## src/rtl/dac_pkg.sv

```systemverilog
// dac_pkg
//   Shared definitions for the audio DAC serial transmit path.
//   Holds the FSM state encoding, the default frame geometry and a small helper
//   for sizing counters.
//   Build option: DAC_LDAC_EN (see dac_spi_tx) does not change anything here.

package dac_pkg;

    // Default frame geometry: 16-bit samples, sclk half-period of 114 cycles
    // for a 100 MHz system clock, and the minimum cs-high gap between frames.
    localparam int unsigned DATA_W_DEF      = 16;
    localparam int unsigned CLK_DIV_DEF     = 114;
    localparam int unsigned CS_HIGH_CYC_DEF = 8;

    typedef enum logic [2:0] {
        ST_IDLE  = 3'd0,
        ST_SETUP = 3'd1,
        ST_SHIFT = 3'd2,
        ST_HOLD  = 3'd3,
        ST_GAP   = 3'd4
    } state_t;

    function automatic int unsigned max_u(input int unsigned a, input int unsigned b);
        return (a > b) ? a : b;
    endfunction

    // Width needed to hold the values 0..n-1 (at least one bit).
    function automatic int unsigned cnt_width(input int unsigned n);
        return (n > 1) ? $clog2(n) : 1;
    endfunction

endpackage

```

## src/rtl/sclk_phase_cnt.sv

```systemverilog
// sclk_phase_cnt
//   Loadable down-counter used for every timed interval of the DAC frame
//   (cs setup, each sclk half-period, cs hold and the inter-frame gap).
//   Loading value N-1 produces a single-cycle tick during the N-th cycle after
//   the load edge, so the owner changes state exactly N cycles after loading.
// Ports
//   clk       in   1      system clock
//   reset     in   1      synchronous, active-high reset (disarms the counter)
//   load      in   1      start a new interval
//   load_val  in   CNT_W  interval length minus one
//   tick      out  1      high for one cycle on the last cycle of the interval

module sclk_phase_cnt #(
    parameter int unsigned CNT_W = 8
) (
    input  logic             clk,
    input  logic             reset,
    input  logic             load,
    input  logic [CNT_W-1:0] load_val,
    output logic             tick
);

    logic [CNT_W-1:0] count;
    logic             armed;

    always_ff @(posedge clk) begin
        if (reset) begin
            count <= '0;
            armed <= 1'b0;
        end else if (load) begin
            count <= load_val;
            armed <= 1'b1;
        end else if (count != '0) begin
            count <= count - CNT_W'(1);
        end else begin
            // Interval finished without a reload: stay quiet until loaded again.
            armed <= 1'b0;
        end
    end

    assign tick = armed && (count == '0);

endmodule

```

## src/rtl/dac_spi_tx.sv

```systemverilog
// dac_spi_tx
//   Serial transmitter for the audio DAC. Accepts one DATA_W-bit sample per
//   valid/ready handshake and shifts it out MSB first on cs/sclk/sdata.
//   Frame: SETUP (cs low, CLK_DIV cycles) -> DATA_W bits of sclk low/high
//   (CLK_DIV cycles each phase) -> HOLD (CLK_DIV cycles) -> GAP (cs high)
//   -> IDLE. All outputs are registered.
// Build option
//   DAC_LDAC_EN  adds the active-low ldac strobe, low for CLK_DIV cycles from
//                the cs rising edge; GAP then lasts max(CS_HIGH_CYC, CLK_DIV).
// Ports
//   clk          in   1       system clock
//   reset        in   1       synchronous, active-high reset; aborts a frame
//   dato         in   DATA_W  sample, sampled on the accept edge only
//   dato_valido  in   1       sample available
//   listo        out  1       ready; accept on dato_valido && listo
//   cs           out  1       DAC chip select, active low
//   sclk         out  1       serial clock, idles low
//   sdata        out  1       serial data, changes only while sclk is low
//   ldac         out  1       DAC latch strobe, active low (DAC_LDAC_EN only)

module dac_spi_tx
    import dac_pkg::*;
#(
    parameter int unsigned DATA_W      = DATA_W_DEF,
    parameter int unsigned CLK_DIV     = CLK_DIV_DEF,
    parameter int unsigned CS_HIGH_CYC = CS_HIGH_CYC_DEF
) (
    input  logic              clk,
    input  logic              reset,
    input  logic [DATA_W-1:0] dato,
    input  logic              dato_valido,
    output logic              listo,
    output logic              cs,
    output logic              sclk,
    output logic              sdata
`ifdef DAC_LDAC_EN
    ,
    output logic              ldac
`endif
);

`ifdef DAC_LDAC_EN
    localparam int unsigned GAP_CYC = max_u(CS_HIGH_CYC, CLK_DIV);
`else
    localparam int unsigned GAP_CYC = CS_HIGH_CYC;
`endif
    localparam int unsigned CNT_W = cnt_width(max_u(CLK_DIV, GAP_CYC));
    localparam int unsigned BIT_W = cnt_width(DATA_W);

    localparam logic [CNT_W-1:0] HALF_LOAD = CNT_W'(CLK_DIV - 1);
    localparam logic [CNT_W-1:0] GAP_LOAD  = CNT_W'(GAP_CYC - 1);
    localparam logic [BIT_W-1:0] LAST_BIT  = BIT_W'(DATA_W - 1);

    state_t              state, state_n;
    logic [DATA_W-1:0]   shreg, shreg_n;
    logic [BIT_W-1:0]    bit_cnt, bit_cnt_n;
    logic                phase_hi, phase_hi_n;
    logic                cs_n, sclk_n, sdata_n, listo_n;
    logic                cnt_load;
    logic [CNT_W-1:0]    cnt_val;
    logic                tick;
`ifdef DAC_LDAC_EN
    logic                ldac_n;
    logic [CNT_W-1:0]    ldac_cnt, ldac_cnt_n;
`endif

    sclk_phase_cnt #(
        .CNT_W (CNT_W)
    ) u_phase_cnt (
        .clk      (clk),
        .reset    (reset),
        .load     (cnt_load),
        .load_val (cnt_val),
        .tick     (tick)
    );

    always_ff @(posedge clk) begin
        if (reset) begin
            state    <= ST_IDLE;
            shreg    <= '0;
            bit_cnt  <= '0;
            phase_hi <= 1'b0;
            cs       <= 1'b1;
            sclk     <= 1'b0;
            sdata    <= 1'b0;
            listo    <= 1'b1;
`ifdef DAC_LDAC_EN
            ldac     <= 1'b1;
            ldac_cnt <= '0;
`endif
        end else begin
            state    <= state_n;
            shreg    <= shreg_n;
            bit_cnt  <= bit_cnt_n;
            phase_hi <= phase_hi_n;
            cs       <= cs_n;
            sclk     <= sclk_n;
            sdata    <= sdata_n;
            listo    <= listo_n;
`ifdef DAC_LDAC_EN
            ldac     <= ldac_n;
            ldac_cnt <= ldac_cnt_n;
`endif
        end
    end

    // Next-state logic computes the value every output takes after the coming
    // edge, so outputs stay registered while switching on the same edge as
    // the state they belong to.
    always_comb begin
        state_n    = state;
        shreg_n    = shreg;
        bit_cnt_n  = bit_cnt;
        phase_hi_n = phase_hi;
        cs_n       = cs;
        sclk_n     = sclk;
        sdata_n    = sdata;
        listo_n    = listo;
        cnt_load   = 1'b0;
        cnt_val    = HALF_LOAD;
`ifdef DAC_LDAC_EN
        ldac_n     = ldac;
        ldac_cnt_n = ldac_cnt;
`endif

        case (state)
            ST_IDLE: begin
                if (dato_valido && listo) begin
                    state_n   = ST_SETUP;
                    shreg_n   = dato;
                    bit_cnt_n = '0;
                    listo_n   = 1'b0;
                    cs_n      = 1'b0;
                    sclk_n    = 1'b0;
                    sdata_n   = dato[DATA_W-1];
                    cnt_load  = 1'b1;
                end
            end

            ST_SETUP: begin
                if (tick) begin
                    state_n    = ST_SHIFT;
                    phase_hi_n = 1'b0;
                    sdata_n    = shreg[DATA_W-1];
                    cnt_load   = 1'b1;
                end
            end

            ST_SHIFT: begin
                if (tick) begin
                    cnt_load = 1'b1;
                    if (!phase_hi) begin
                        sclk_n     = 1'b1;
                        phase_hi_n = 1'b1;
                    end else if (bit_cnt == LAST_BIT) begin
                        state_n    = ST_HOLD;
                        sclk_n     = 1'b0;
                        sdata_n    = 1'b0;
                        phase_hi_n = 1'b0;
                        bit_cnt_n  = '0;
                    end else begin
                        // Falling sclk: advance to the next bit while sclk is low.
                        sclk_n     = 1'b0;
                        phase_hi_n = 1'b0;
                        shreg_n    = {shreg[DATA_W-2:0], 1'b0};
                        sdata_n    = shreg[DATA_W-2];
                        bit_cnt_n  = bit_cnt + BIT_W'(1);
                    end
                end
            end

            ST_HOLD: begin
                if (tick) begin
                    state_n  = ST_GAP;
                    cs_n     = 1'b1;
                    cnt_load = 1'b1;
                    cnt_val  = GAP_LOAD;
`ifdef DAC_LDAC_EN
                    ldac_n     = 1'b0;
                    ldac_cnt_n = HALF_LOAD;
`endif
                end
            end

            ST_GAP: begin
`ifdef DAC_LDAC_EN
                // ldac has its own countdown because the shared counter is
                // busy timing the (possibly longer) gap.
                if (!ldac) begin
                    if (ldac_cnt == '0) begin
                        ldac_n = 1'b1;
                    end else begin
                        ldac_cnt_n = ldac_cnt - CNT_W'(1);
                    end
                end
`endif
                if (tick) begin
                    state_n = ST_IDLE;
                    listo_n = 1'b1;
`ifdef DAC_LDAC_EN
                    ldac_n  = 1'b1;
`endif
                end
            end

            default: begin
                state_n = ST_IDLE;
                cs_n    = 1'b1;
                sclk_n  = 1'b0;
                sdata_n = 1'b0;
                listo_n = 1'b1;
            end
        endcase
    end

endmodule

```

## config.mk

```make
export PLATFORM = sky130hd
export DESIGN_NAME = dac_spi_tx
export DESIGN_NICKNAME = d
export VERILOG_FILES = /design/src/rtl/dac_pkg.sv /design/src/rtl/sclk_phase_cnt.sv /design/src/rtl/dac_spi_tx.sv
export SDC_FILE = /design/constraint.sdc
export NUM_CORES = 1
export LEC_CHECK = 0
export CAP_MARGIN = 30
export CORE_UTILIZATION = 55
export CTS_CLUSTER_DIAMETER = 30
export DETAILED_ROUTE_END_ITERATION = 12
export GPL_ROUTABILITY_DRIVEN = 0
export HOLD_SLACK_MARGIN = 0.02
export PLACE_DENSITY_LB_ADDON = 0.05
export SLEW_MARGIN = 20
export SYNTH_ARGS = -nofsm -noshare
export SYNTH_HDL_FRONTEND = slang
export SYNTH_SLANG_ARGS = --single-unit
```

## constraint.sdc

```tcl
create_clock -name clk -period 2.4 [get_ports clk]
set_clock_uncertainty 0.05 [all_clocks]
set_input_delay 0.24 -clock clk [delete_from_list [all_inputs] [get_ports clk]]
set_output_delay 0.24 -clock clk [all_outputs]
set_load 0.005 [all_outputs]
```

==> summary.md, run 1 <==
| Metric | Value |
|---|---|
| Area delta synth->final | `17.64%` |
| Root Driver | `clkbuf_4` |
| Synthesis warning total | `0` |
| H-tree depth | `2` |
| Slew HR | `66.47%` |
| Crit-path max cell delay | `0.34 ns` |
| Synth area leader | `dfxtp_1` |
| Tmin final | `2.094 ns` |
| DR vias/cell | `5.987` |
| Final setup TNS | `0 ns` |
| Post-DRT Antenna Nets | `0` |
| CTS tree | `built` |
| DR WL/cell | `15.27 um` |
| Rows | `21` |
| Worst min path class | `input port to flop` |
| Worst-case clock buffer depth | `2` |
| Die area | `3814 um2` |
| Finish-stage setup viols | `0` |
| Final Util | `68.18%` |
| Post-synth top area share | `36.69%` |
| Largest cells by area after synthesis | `dfxtp_1, nand2_1, a21oi_1` |
| Critical Path RT | `2.59 ns` |
| Starting density of the core | `57.95%` |
| Global route overflow | `0` |
| Status | `complete, no violations` |
| Fin crit share | `87.27%` |
| Initial antenna violation count | `0` |
| Seq pwr share | `41.3%` |
| Drt total wl | `4.656 mm` |
| I/O pin total | `23` |
| Hpwl dp | `3.296 mm` |
| Ys flop type | `dfxtp_1` |
| Critical path fanouts, max | `9` |
| CP endpoint kind | `flop` |
| Pin count of the biggest net entering global routing | `19` |
| DRC Markers | `0` |
| Worst Max-Slew Pin Slew | `0.4903 ns` |
| Final Max Tran Viols | `0` |
| Drt initial violations | `162` |
| Clk pwr share | `21.9%` |
| Sw Pwr | `0.0006683 W` |
| Clock-pin slew on the worst setup and hold paths | `0.11 ns` |
| Fin nets | `279` |
| Reg2Reg Depth | `7` |
| Hold depth | `3` |
| Post-Syn Instances | `236` |
| Total power per unit cell area | `830.3 nW/um2` |
| Initial DRT Pass Iterations | `4` |
| Sink Count | `36` |
| Worst Setup Start Kind | `flop` |
| Most frequent cells in the layout | `nand2_1, dfxtp_1, a21oi_1` |
| Post-synthesis register bit count | `36` |
| Avg Synthesized Cell Area | `8.324 um2` |
| Core area | `3390 um2` |
| Post-Place Cell Area | `2235 um2` |
| I/O Buffers | `22` |
| Internal power | `0.001251 W` |
| Bufs and invs on worst path | `2` |
| Lkg Pwr | `0.8589 nW` |
| Switching Fraction | `34.83%` |
| CTS resizes | `0` |
| Seq/Total Area, Yosys | `36.69%` |
| Library cells used by synthesis | `49` |
| Mapped Nets | `257` |
| Slack of the worst reg-to-reg path | `0.31 ns` |
| Maximum vdd drop | `612.2 uV` |
| WP data arrival | `2.28 ns` |
| Post-Syn Area | `1964 um2` |
| Synth async-reset ratio | `0%` |
| Number of global-route vias before repair | `1633` |
| Die width | `61.76 um` |
| Share of cells above drive strength 1 | `13.13%` |
| Clock Latency Late Sink | `0.34 ns` |
| CTS Hold Bufs | `0` |
| Fin. Hold Viols | `0` |
| Total number of vias | `1826` |
| Most common cell after layout, fill and taps aside | `nand2_1` |
| Max_cap viols | `0` |
| Post-synth EDFFs | `0` |
| Cell Chain, Critical Path | `inv_1 > ha_1 > nor4bb_1 > buf_4 > and2_1 > a31oi_1 > o32ai_1` |
| Top delay family on crit path | `simple AND/OR/NAND/NOR gates` |
| Ant diodes | `0` |
| CP max stage cell | `dfxtp_1` |
| CTS Buf Count | `5` |
| Critical Path Stages | `7` |
| Die Span Y | `61.76 um` |
| First-pass GRT wire length | `7.369 mm` |
| Finished layout cell area | `2311 um2` |
| Global Route Usage Sum | `26.32%` |
| Max Fclk | `477.5 MHz` |
| Post-CTS Setup Inserts | `0` |
| Setup CP Type | `flop to flop` |
| Gate power share | `36.9%` |
| RSZ-0062 raised after global routing | `no` |
==> cell usage after synthesis (2+ instances only) <==
master	count
nand2_1	43
dfxtp_1	36
a21oi_1	28
clkbuf_1	13
nor2_1	11
a311oi_2	9
nand3_1	8
a311oi_1	6
inv_1	6
o21ai_0	6
a31oi_1	5
nand4_1	4
o32ai_1	4
xor2_1	4
buf_2	3
buf_6	3
nor3_1	3
nor3b_1	3
a211o_1	2
a21o_1	2
and3_1	2
ha_1	2
mux2i_1	2
nor2b_1	2
o211ai_1	2
o2bb2ai_1	2
or3_1	2
xnor2_1	2
==> flip-flops by register name (all words and copies together) (netlist names) <==
name               flops
listo                  1
bit_cnt                4
u_phase_cnt.count      7
cs                     1
sclk                   1
state                  3
u_phase_cnt.armed      1
sdata                  1
phase_hi               1
shreg                 16
==> metrics by stage <==
stage	cells	setup WS, ns	total power (W)	hold WS (ns)
finish	305	0.3056	0.001919	0.4085
global route	305	0.1636	0.002029	0.4332
CTS	305	0.3458	0.001918	0.4160
detailed placement	297	0.2304	0.001494	0.4076
global placement	297	0.2722	0.001463	0.3897
floorplan	236	0.5063	0.001312	0.3330
==> worst reg2reg max path, delay by kind of cell (launching register included) <==
family	cells	cell delay (ns)
flip-flops	1	0.34
adder cells (fa/ha/maj)	1	0.27
AO/OA/AOI/OAI	2	0.46
AND/OR/NAND/NOR	2	0.57
buffers and inverters	2	0.31
==> area by class of cell <==
| type | count | area, um2 |
|---|---|---|
| Timing Repair Buffer | 35 | 317.8 |
| Clock inverter | 2 | 35.03 |
| Clock buffer | 6 | 41.29 |
| Multi-Input combinational cell | 174 | 1116 |
| Sequential cell | 36 | 720.7 |
| Tap cell | 46 | 57.56 |
| Inverter | 6 | 22.52 |
| Fill cell | 282 | 1079 |
==> logic make-up (layout without fill, tap and decap cells) <==
kind of cell / Yosys count / after routing / synth area share (%)
simple gates: 90 / 90 / 22.61
compound gates: 74 / 74 / 29.24
flops: 36 / 36 / 36.69
buf+inv: 26 / 49 / 6.497
xor+xnor: 6 / 6 / 2.675
fa+ha+maj: 2 / 2 / 1.274
mux: 2 / 2 / 1.019
==> path summary, 6_finish.rpt <==
check,from,to
worst max-delay path,u_phase_cnt.count[0]$_SDFFE_PP0P_,state[0]$_SDFFE_PP0P_
worst min-delay path,dato[0],shreg[0]$_SDFFE_PP0P_
worst max register to register,u_phase_cnt.count[0]$_SDFFE_PP0P_,state[0]$_SDFFE_PP0P_
worst min register to register,shreg[0]$_SDFFE_PP0P_,shreg[0]$_SDFFE_PP0P_
==> power by group through the flow <==
stage	combinational, W	clock [W]	sequential [W]
5_1_grt	0.000775	0.000450	0.000804
3_5_place_dp	0.000692	0	0.000802
4_1_cts	0.000701	0.000428	0.000789
6_report	0.000708	0.000419	0.000792
3_3_place_gp	0.000667	0	0.000796
2_1_floorplan	0.000536	0	0.000776
==> metal layers <==
metal  wire [um]  track usage (%)  up-vias
li1            -                -      907
met5           0                0        -
met4          77            9.206        0
met1        2083            32.31      861
met3         219            5.797        9
met2        2276            45.47       49
Note: power is estimated with default switching activity, not from simulation.
==> inputs of run 2 (changes only) <==
CTS_CLUSTER_SIZE = 12   (was unset)
PLACE_DENSITY = 0.75   (was unset)
PLACE_DENSITY_LB_ADDON = unset   (was 0.05)
SETUP_SLACK_MARGIN = 0.4   (was unset)
==> run 2 against run 1 <==
Wire length is 0.34% higher. Setup slack better by 0.15 ns. Global-route usage hardly changed. Via count is 1.8% higher. Critical endpoint is now shreg[4]$_SDFFE_PP0P_. Largest cell class unchanged.
==> summary.md, run 2 (synthesis gave the netlist of run 1 again) <==
| Metric | Value |
|---|---|
| Finish-stage setup viols | `0` |
| Die area | `3814 um2` |
| Fin crit share | `81.06%` |
| Most frequent cells in the layout | `nand2_1, dfxtp_1, a21oi_1` |
| Hpwl dp | `3.095 mm` |
| Rows | `21` |
| Slew HR | `68.44%` |
| Sink Count | `36` |
| Clock Latency Late Sink | `0.35 ns` |
| Die width | `61.76 um` |
| DRC Markers | `0` |
| Routing usage on met2 | `41.78%` |
| Lkg Pwr | `0.8852 nW` |
| DR WL/cell | `15.07 um` |
| Clk pwr share | `18.3%` |
| I/O pin total | `23` |
| Pin count of the biggest net entering global routing | `19` |
| Starting density of the core | `57.95%` |
| First-pass GRT wire length | `7.307 mm` |
| Most common cell after layout, fill and taps aside | `nand2_1` |
| Met1 Track Usage GR | `34.49%` |
| Reg2Reg Depth | `6` |
| CP endpoint kind | `flop` |
| Setup CP Type | `flop to flop` |
| Total power per unit cell area | `794.1 nW/um2` |
| Ant diodes | `0` |
| Top reg by flops | `shreg` |
| Reg-to-Reg End | `shreg[4]$_SDFFE_PP0P_` |
| RSZ-0062 raised after global routing | `yes` |
| Final Max Tran Viols | `0` |
| Internal power | `0.001213 W` |
| Fin nets | `284` |
| Met3 Usage GRT | `7.660%` |
| CTS tree | `built` |
| Critical path fanouts, max | `11` |
| Fin. Hold Viols | `0` |
| Status | `complete, no violations` |
| Worst min path class | `input port to flop` |
| CP max stage cell | `or4b_4` |
| Clock-pin slew on the worst setup and hold paths | `0.10 ns` |
| Worst-case clock buffer depth | `2` |
| Total Power | `0.001890 W` |
| Maximum vdd drop | `489.7 uV` |
| Share of cells above drive strength 1 | `15.91%` |
| Critical Path RT | `2.61 ns` |
| CTS Buf Count | `5` |
| Max_cap viols | `0` |
| Final setup TNS | `0 ns` |
| Post-DRT Antenna Nets | `0` |
| Global route overflow | `0` |
| Crit-path max cell delay | `0.52 ns` |
| Tmin final | `1.945 ns` |
| Worst Max-Slew Pin Slew | `0.4614 ns` |
| Slack of the worst reg-to-reg path | `0.45 ns` |
| Seq pwr share | `41.3%` |
| DR vias/cell | `5.997` |
| Largest regs | `shreg: 16 flops, u_phase_cnt.count: 7 flops, bit_cnt: 4 flops` |
| Cell Chain, Critical Path | `buf_4 > or4b_4 > o22ai_4 > clkbuf_16 > a21oi_1 > a311oi_2` |
| Worst r2r src | `state[0]$_SDFFE_PP0P_` |
| Number of global-route vias before repair | `1599` |
| Initial DRT Pass Iterations | `4` |
| H-tree depth | `2` |
| Hold depth | `3` |
| Global Route Usage Sum | `26.35%` |
| CTS Hold Bufs | `0` |
| Sw Pwr | `0.0006770 W` |
| Drt initial violations | `148` |
| Initial antenna violation count | `0` |
| WP data arrival | `2.16 ns` |
| Drt total wl | `4.672 mm` |
| Root Driver | `clkbuf_4` |
| GR peak layer | `met2` |
| Area delta synth->final | `21.15%` |
| Hold EP | `shreg[0]$_SDFFE_PP0P_` |
| Core area | `3390 um2` |
| I/O Buffers | `22` |
| Switching Fraction | `35.82%` |
| Max Fclk | `514.0 MHz` |
| Max reg flops | `16` |
| Gate power share | `40.4%` |
| Worst Setup Start Kind | `flop` |
| Hold Startpoint | `dato[0]` |
| Total number of vias | `1859` |
| Die Span Y | `61.76 um` |
## run 2: final cells by class
cell class / instances / area, um2
Clock buffer: 8 / 58.81
Fill cell: 279 / 1010
Inverter: 6 / 22.52
Multi-Input combinational cell: 176 / 1154
Sequential cell: 36 / 721.9
Tap cell: 46 / 57.56
Timing Repair Buffer: 38 / 365.4
## run 2: critical path: cells and delay by family (launching register included)
kind | cells | cell delay (ns)
AO/OA/AOI/OAI | 3 | 0.60
AND/OR/NAND/NOR | 1 | 0.52
buffers and inverters | 2 | 0.37
flip-flops | 1 | 0.33
## run 2: metrics by stage
step	setup WS (ns)	instance area [um2]	cells	hold slack, ns	utilization [%]
after floorplan	0.5063	1964	236	0.3330	-
after global placement	0.2770	2235	297	0.3901	65.93
after detailed placement	0.2230	2235	297	0.4009	65.93
after CTS	0.4075	2303	306	0.3999	67.96
after global routing	0.3831	2380	310	0.4073	70.21
final	0.4546	2380	310	0.4076	70.21
## run 2: routing by layer
layer  part of all wire, %  up-vias
met1                    46      870
li1                      -      926
met4                   1.2        0
met2                    47       57
met3                   6.3        6
met5                     0        -
## run 2: what timing repair did
item	in CTS	in global routing
pin swaps	1	5
buffers inserted	0	2
cloned	1	2
gates resized for setup	1	8
setup endpoints to repair	15	27
## run 2: how the worst max path moves through the flow
stage | endpoint | from | cells past startpoint
2_1_floorplan | shreg[14]$_SDFFE_PP0P_ | u_phase_cnt.count[0]$_SDFFE_PP0P_ | 8
3_5_place_dp | shreg[5]$_SDFFE_PP0P_ | dato_valido | 6
3_3_place_gp | shreg[13]$_SDFFE_PP0P_ | dato_valido | 6
6_report | shreg[4]$_SDFFE_PP0P_ | state[0]$_SDFFE_PP0P_ | 6
4_1_cts | shreg[4]$_SDFFE_PP0P_ | state[0]$_SDFFE_PP0P_ | 6
5_1_grt | bit_cnt[0]$_SDFFE_PP0P_ | u_phase_cnt.count[0]$_SDFFE_PP0P_ | 7
## run 2: power by group through the flow
| stage | clock (W) | combinational (W) | sequential [W] |
|---|---|---|---|
| after CTS | 0.000360 | 0.000697 | 0.000782 |
| after detailed placement | 0 | 0.000687 | 0.000796 |
| after global routing | 0.000390 | 0.000841 | 0.000794 |
| after floorplan | 0 | 0.000536 | 0.000776 |
| after global placement | 0 | 0.000679 | 0.000795 |
| final | 0.000346 | 0.000763 | 0.000781 |
==> inputs of run 3 (changes only) <==
CORE_UTILIZATION = 50   (was 55)
PLACE_DENSITY = 0.71   (was 0.75)
clock period = 1.7 ns   (was 2.4 ns; I/O delays follow)
==> run 3 against run 2 <==
The run now ends with setup timing left. Clock power up 120%. Wire length increased by 44%. Largest cell class unchanged. Via count rose by 18%. Clock-buffer cell count decreased by 2. First-iteration DRC count up 51%. Final cell count increased by 16%.
==> summary.md, run 3 (synthesis gave the netlist of run 1 again) <==
| Metric | Value |
|---|---|
| Largest regs | `shreg: 16 flops, u_phase_cnt.count: 7 flops, bit_cnt: 4 flops` |
| CP max stage cell | `dfxtp_2` |
| Max_cap viols | `0` |
| Highest Signal Layer | `met4` |
| Clock-pin slew on the worst setup and hold paths | `0.08 ns` |
| Setup CP Type | `flop to flop` |
| Critical Path RT | `1.86 ns` |
| Reg2Reg Depth | `8` |
| Tmin final | `1.820 ns` |
| H-tree depth | `2` |
| Lkg Pwr | `1.206 nW` |
| Met3 wire len | `457 um` |
| Hold EP | `shreg[11]$_SDFFE_PP0P_` |
| Drt total wl | `6.735 mm` |
| Worst-case clock buffer depth | `2` |
| Total power per unit cell area | `1203 nW/um2` |
| Internal power | `0.002412 W` |
| Crit-path max cell delay | `0.34 ns` |
| DR vias/cell | `6.092` |
| Drt initial violations | `223` |
| Switching Fraction | `35.64%` |
| Failing checks | `setup timing` |
| Fin. Hold Viols | `0` |
| Hold Startpoint | `dato[11]` |
| Met1 Wirelength | `2.722 mm` |
| Fin crit share | `107.1%` |
| Final WS setup | `-0.1202 ns` |
| Cell Chain, Critical Path | `inv_2 > ha_4 > nor4bb_4 > buf_4 > buf_8 > a31o_4 > and2_4 > a311oi_1` |
| DR WL/cell | `18.71 um` |
| Seq pwr share | `30.3%` |
| Ant diodes | `0` |
| Bufs and invs on worst path | `3` |
| Finish-stage setup viols | `24` |
| Worst min path class | `input port to flop` |
| Most common cell after layout, fill and taps aside | `buf_4` |
| Placed Cells | `332` |
| Root Driver | `clkbuf_8` |
| Rows | `22` |
| RSZ-0062 raised after global routing | `yes` |
| First-pass GRT wire length | `9.390 mm` |
| Area delta synth->final | `58.66%` |
| Max Fclk | `549.4 MHz` |
| Worst hold slack | `0.3995 ns` |
| CTS Buf Count | `5` |
| Core area | `3716 um2` |
| Die area | `4184 um2` |
| Share of cells above drive strength 1 | `46.47%` |
| Status | `finished, violations left` |
| Worst Max-Slew Pin Slew | `0.3293 ns` |
| Layout Cells excl Fill | `360` |
| Top delay family on crit path | `compound AO/OA/AOI/OAI gates` |
| CTS tree | `built` |
| Post-DRT Antenna Nets | `0` |
| I/O Buffers | `22` |
| I/O pin total | `23` |
| Die width | `64.68 um` |
| Hold depth | `3` |
| Sink Count | `36` |
| Number of global-route vias before repair | `2024` |
| Max reg flops | `16` |
| Initial antenna violation count | `0` |
| Initial DRT Pass Iterations | `4` |
| DRC Markers | `0` |
| Global route overflow | `0` |
| WP data arrival | `1.98 ns` |
| Pin count of the biggest net entering global routing | `19` |
| Clk pwr share | `20.4%` |
| Starting density of the core | `52.86%` |
| CP endpoint kind | `flop` |
| Sw Pwr | `0.001336 W` |
| Reg-to-Reg End | `shreg[8]$_SDFFE_PP0P_` |
| Maximum vdd drop | `980.4 uV` |
| Worst r2r src | `u_phase_cnt.count[1]$_SDFFE_PP0P_` |
| CTS Hold Bufs | `0` |
| Most frequent cells in the layout | `buf_4, nand2_1, dfxtp_1` |
| Top reg by flops | `shreg` |
| Fin nets | `332` |
| Clock Latency Late Sink | `0.30 ns` |
| Worst Setup Start Kind | `flop` |
| Met2 Routed Length | `3.424 mm` |
| Slew HR | `77.99%` |
| Gate power share | `49.4%` |
| Final Max Tran Viols | `0` |
| Die Span Y | `64.68 um` |
| Hpwl dp | `3.443 mm` |
| Critical path fanouts, max | `8` |
| Global Route Usage Sum | `29.02%` |
| Slack of the worst reg-to-reg path | `-0.12 ns` |
| Total number of vias | `2193` |
run 3: cell count changes in the layout (fill, tap and decap cells not counted), sizes merged:
cell and delta:
buf +50, clkdlybuf4s50 -4, dlygate4sd2 +4, clkbuf -3, a31o -1, bufinv +1
clkinv +1
run 3: how the worst max path moves through the flow:
stage	from	end	slack, ns	cells past startpoint
global placement	dato_valido	shreg[13]$_SDFFE_PP0P_	-0.28	6
finish	u_phase_cnt.count[1]$_SDFFE_PP0P_	shreg[8]$_SDFFE_PP0P_	-0.12	8
global route	u_phase_cnt.count[1]$_SDFFE_PP0P_	shreg[3]$_SDFFE_PP0P_	-0.17	9
floorplan	state[0]$_SDFFE_PP0P_	shreg[14]$_SDFFE_PP0P_	-0.15	7
CTS	state[2]$_SDFFE_PP0P_	shreg[12]$_SDFFE_PP0P_	-0.06	5
detailed placement	dato_valido	shreg[12]$_SDFFE_PP0P_	-0.34	6
run 3: timing repair:
action | CTS | global route
setup buffers | 5 | 13
gates cloned | 2 | 0
endpoints found under the setup margin | 40 | 36
pin swaps | 20 | 24
gates resized for setup | 38 | 44
run 3: power by group through the flow:
| stage | combinational (W) | clock [W] | sequential [W] |
|---|---|---|---|
| 6_report | 0.00185 | 0.000763 | 0.00113 |
| 5_1_grt | 0.00196 | 0.000810 | 0.00115 |
| 4_1_cts | 0.00143 | 0.000752 | 0.00111 |
| 3_3_place_gp | 0.00126 | 0 | 0.00111 |
| 2_1_floorplan | 0.000815 | 0 | 0.00110 |
| 3_5_place_dp | 0.00127 | 0 | 0.00111 |
run 3: final cells by class:
class | count | area, um2
clock buffers | 6 | 72.57
clock inverters | 2 | 35.03
fillers | 214 | 599.3
inverters | 6 | 22.52
multi-input cells | 175 | 1411
flip-flops and latches | 36 | 733.2
well taps | 48 | 60.06
repair buffers | 87 | 782.0
run 3: routing by layer:
layer	up-vias	GRT usage [%]
met1	1040	35.61
met2	122	49.74
met4	0	9.444
met5	-	0
met3	17	6.690
li1	1014	-
run 3: worst reg2reg max path, delay by kind of cell (launching register included):
family,cells,cell delay (ns)
compound gates,2,0.48
fa+ha+maj,1,0.17
buf+inv,3,0.34
flops,1,0.34
simple gates,2,0.37
run 3: stage by stage:
stage | worst slack [ns] | cell area (um2) | TNS [ns] | power (W) | utilization, %
after global placement | -0.2816 | 2526 | -6.230 | 0.002367 | 67.98
after CTS | -0.06363 | 2805 | -0.7633 | 0.003297 | 75.49
after detailed placement | -0.3364 | 2526 | -6.910 | 0.002385 | 67.98
after floorplan | -0.1508 | 2027 | -1.795 | 0.001917 | -
final | -0.1202 | 3117 | -1.829 | 0.003748 | 83.87
after global routing | -0.1687 | 3117 | -3.708 | 0.003919 | 83.87
